`src/rtl/mux2_way_pkg.sv`:
```
// Shared definitions for the two-mode timer selector.
package mux2_way_pkg;

  localparam int unsigned default_width   = 1;
  localparam int unsigned default_count_w = 8;

  // Mode select encoding used by the timer's mode-change logic.
  typedef enum logic {
    SEL_IN1 = 1'b0,
    SEL_IN2 = 1'b1
  } mode_sel_e;

endpackage

```
`src/rtl/mux2_way_core.sv`:
```
// Parameterized combinational two-input selector.
module mux2_way_core
  import mux2_way_pkg::*;
#(
  parameter int unsigned WIDTH = default_width
) (
  input  logic [WIDTH-1:0] in1,
  input  logic [WIDTH-1:0] in2,
  input  logic             sel,
  output logic [WIDTH-1:0] out
);

  // Forward in1 for SEL_IN1, in2 for SEL_IN2; no clock or reset involvement.
  always_comb begin
    out = in1;
    case (mode_sel_e'(sel))
      SEL_IN1: out = in1;
      SEL_IN2: out = in2;
      default: out = in1;
    endcase
  end

endmodule

```
`src/rtl/mux2_way.sv`:
```
// Two-input mode selector with a registered copy of the output and
// select-change bookkeeping (pulse plus saturating counter).
module mux2_way
  import mux2_way_pkg::*;
#(
  parameter int unsigned WIDTH   = default_width,
  parameter int unsigned COUNT_W = default_count_w
) (
  input  logic               clk,
  input  logic               rst,
  input  logic [WIDTH-1:0]   in1,
  input  logic [WIDTH-1:0]   in2,
  input  logic               sel,
  output logic [WIDTH-1:0]   out,
  output logic [WIDTH-1:0]   out_q,
  output logic               sel_q,
  output logic               switch_pulse,
  output logic [COUNT_W-1:0] switch_count
);

  logic [WIDTH-1:0]   out_reg_q;
  logic               sel_reg_q;
  logic               pulse_q;
  logic               pulse_d;
  logic [COUNT_W-1:0] cnt_q;
  logic [COUNT_W-1:0] cnt_d;

  mux2_way_core #(
    .WIDTH (WIDTH)
  ) u_core (
    .in1 (in1),
    .in2 (in2),
    .sel (sel),
    .out (out)
  );

  // A switch is a newly sampled sel that differs from the previous sample;
  // the counter holds at all-ones rather than wrapping.
  always_comb begin
    pulse_d = (sel != sel_reg_q);
    cnt_d   = cnt_q;
    if (pulse_d && (cnt_q != {COUNT_W{1'b1}})) begin
      cnt_d = cnt_q + COUNT_W'(1);
    end
  end

  // Registered side path, cleared asynchronously by rst.
  always_ff @(posedge clk or posedge rst) begin
    if (rst) begin
      out_reg_q <= '0;
      sel_reg_q <= 1'b0;
      pulse_q   <= 1'b0;
      cnt_q     <= '0;
    end else begin
      out_reg_q <= out;
      sel_reg_q <= sel;
      pulse_q   <= pulse_d;
      cnt_q     <= cnt_d;
    end
  end

  assign out_q        = out_reg_q;
  assign sel_q        = sel_reg_q;
  assign switch_pulse = pulse_q;
  assign switch_count = cnt_q;

endmodule

```
`config.mk`:
```
export PLATFORM = sky130hd
export DESIGN_NAME = mux2_way
export DESIGN_NICKNAME = d
export VERILOG_FILES = /design/src/rtl/mux2_way_pkg.sv /design/src/rtl/mux2_way_core.sv /design/src/rtl/mux2_way.sv
export SDC_FILE = /design/constraint.sdc
export NUM_CORES = 1
export LEC_CHECK = 0
export ABC_CLOCK_PERIOD_IN_PS = 1900
export BUFFER_PORTS_ARGS = -buffer_cell sky130_fd_sc_hd__clkbuf_2
export CAP_MARGIN = 20
export CORE_MARGIN = 2
export CORE_UTILIZATION = 35
export DETAILED_ROUTE_END_ITERATION = 12
export GPL_ROUTABILITY_DRIVEN = 0
export SETUP_SLACK_MARGIN = 0.15
export SLEW_MARGIN = 20
export SYNTH_ARGS = -nofsm -noshare
export SYNTH_HDL_FRONTEND = slang
export SYNTH_SLANG_ARGS = --single-unit
```
`constraint.sdc`:
```
create_clock -name clk -period 1.9 [get_ports clk]
set_input_delay 0.285 -clock clk [delete_from_list [all_inputs] [get_ports clk]]
set_output_delay 0.285 -clock clk [all_outputs]
set_load 0.05 [all_outputs]
```
==> results.cfg <==
[outcome]
outcome = complete, no violations

[die]
fp.dieH_um = 41.3
die_w_um = 41.3
io_pins = 17
start_util = 0.374
core-area_sq_um = 1300
core.rowCount = 13
die_area_sq_um = 1700

[cts]
clock_latency_ps = 270
cts_max_path_buffers = 2
numCtsBuffers = 3
h-tree-depth = 1
clk_pin_slew_ps = 70
tritoncts = yes
cts.sinks = 11
root_buffer = clkbuf_4
cts_setup_buffers = 0

[timing]
setup_tns_ps = 0
finalCriticalPeriod_ps = 1510
fin_worst_skew_ps = 7.61
setup_violations = 0
timing.final.crit_share = 0.794
hold_ws_ps = 190
rsz0062_at_grt = no
report.final.slew_viol_count = 0
hold_viol = 0
slew_headroom = 0.720
fmax_mhz = 663
tightest_slew_ps = 420

[detailed_routing]
drt_iter0_markers = 1
num_vias = 370
firstDrtPassIters = 2
ant_nets = 0
routedWlPerCell_um = 12.6
routed_wl_um = 922
routed_via_density = 5.07
drc = 0

[setup_path]
rr_worst_depth = 4
critPathKind = reg2reg
cp_max_fo = 6
crit_path_start = switch_count[3]
critPathRequiredTime_ps = 2050
timing.rr.end = switch_count[1]
setup.worst_path.start_class = flop
reg2reg_slack_ps = 390
worstReg2RegStart = switch_count[3]
arrival_ps = 1650
endpoint_kind = flop

[worst_hold_path]
hp-class = in2reg
min_path_cells = 1
worstHoldEndpoint = sel_q
hp-start = sel

[yosys]
synth_fp_nets = 43
synth_cell_types = 22
synthCells = 37
yosys_warnings = 0
netlist_area_sq_um = 487
ys_seq_area_frac = 0.566
synth-seq-cells = 11
syn_area_per_cell_sq_um = 13.2

[power]
power_density_nw_per_um2 = 1810
ir_drop_v = 0.00107
p_leak_nw = 0.304

[cells_and_area]
most-common-layout-cells = clkbuf_2 (16), dfrtp_1 (11), a21oi_1 (3), clkbuf_4 (3)
n_antenna_cell = 0
nets = 65
drive_gt1_frac = 0.448
final_common_cell = clkbuf_2
synthToLayoutAreaGrowth_pct = 27.8
fillers = 136

[global_route]
grt-ovfl-total = 0
grt_use_total = 0.156
grt_max_degree = 12
grt_pass1_vias = 365
grt_pass1_wl_mm = 1.56
antenna_found_initial = 0

[placed_design]
port_buffers = 16
dp_hpwl_um = 683

[run]
cap_violations = 0
-- area by class of cell --
| cell class | instances | area, sq um | area share |
|---|---|---|---|
| tap | 15 | 18.8 | 0.0302 |
| sequential | 11 | 275 | 0.443 |
| inverter | 1 | 3.75 | 0.00604 |
| timing repair buffer | 17 | 90.1 | 0.145 |
| clock buffer | 4 | 26.3 | 0.0423 |
| multi-input combinational | 25 | 208 | 0.334 |
-- critical path, stage by stage, from the launching register on --
cell	delay (ps)
dfrtp_1	450
and3_2	260
nand3_2	150
o21ai_2	190
mux2_1	340
-- how the worst max path moves through the flow --
stage | to | slack (ps) | depth (start not counted)
final | switch_count[1] | 390 | 4
after global routing | switch_count[1] | 290 | 4
after CTS | switch_count[1] | 380 | 4
after detailed placement | switch_count[1] | 430 | 4
after global placement | switch_count[1] | 460 | 4
after floorplan | switch_count[1] | 160 | 4
-- metrics by stage --
step           utilization  setup slack [ps]  cell area, sq um  power, W  std cells
6_report             0.478               391               622   0.00112         73
3_3_place_gp         0.450               463               586  0.000970         68
4_1_cts              0.478               384               622   0.00114         73
2_1_floorplan            -               162               487  0.000839         37
5_1_grt              0.478               293               622   0.00121         73
3_5_place_dp         0.450               427               586  0.000973         68
-- metal layers --
metal | track usage | wire length (um) | share of wire
met4 | 0.0726 | 16 | 0.017
met3 | 0.0798 | 75 | 0.081
met5 | 0 | 0 | 0
met2 | 0.258 | 452 | 0.49
met1 | 0.163 | 377 | 0.41
-- cells in the mapped netlist --
| cell type | number | area [sq um] |
|---|---|---|
| and4_4 | 1 | 11.3 |
| a31oi_1 | 2 | 12.5 |
| mux2_2 | 1 | 11.3 |
| nor2b_1 | 1 | 6.26 |
| nand3_1 | 1 | 5.00 |
| nand2_1 | 2 | 7.51 |
| and3_1 | 1 | 6.26 |
| and3_2 | 1 | 7.51 |
| and2b_1 | 1 | 7.51 |
| xor2_1 | 1 | 8.76 |
| a41oi_1 | 1 | 8.76 |
| inv_1 | 1 | 3.75 |
| o21a_4 | 1 | 15.0 |
| ha_1 | 1 | 12.5 |
| nand3_2 | 1 | 10.0 |
| xnor2_1 | 2 | 17.5 |
| dfrtp_1 | 11 | 275 |
| mux2_1 | 1 | 11.3 |
| xor2_2 | 1 | 16.3 |
| a21oi_1 | 3 | 15.0 |
| o22a_1 | 1 | 8.76 |
| o21ai_2 | 1 | 8.76 |
-- report_power, final --
group	switching, W	internal (W)
clock network	0.0000748	0.0000812
registers	0.0000919	0.000315
logic	0.000409	0.000152
total	0.000576	0.000548
-- registers in the layout, indices dropped and copies added, names as in the netlist --
register and count:
switch_count 8, out_q 1, sel_q 1, switch_pulse 1
-- cells by family after synthesis --
group	after synthesis	share of synthesized area
AND/OR/NAND/NOR	9	0.126
flip-flops	11	0.566
XOR/XNOR	4	0.0874
adder cells (fa/ha/maj)	1	0.0257
AO/OA/AOI/OAI	9	0.141
multiplexers	2	0.0463
buffers and inverters	1	0.00770
-- timing repair --
| action | 4_1_cts | 5_1_grt |
|---|---|---|
| hold endpoints to repair | 11 | 0 |
| hold buffers | 1 | 0 |
| gates resized for setup | 0 | 0 |
| setup endpoints to repair | 0 | 0 |
No activity file was read; power rests on OpenSTA's default activity.
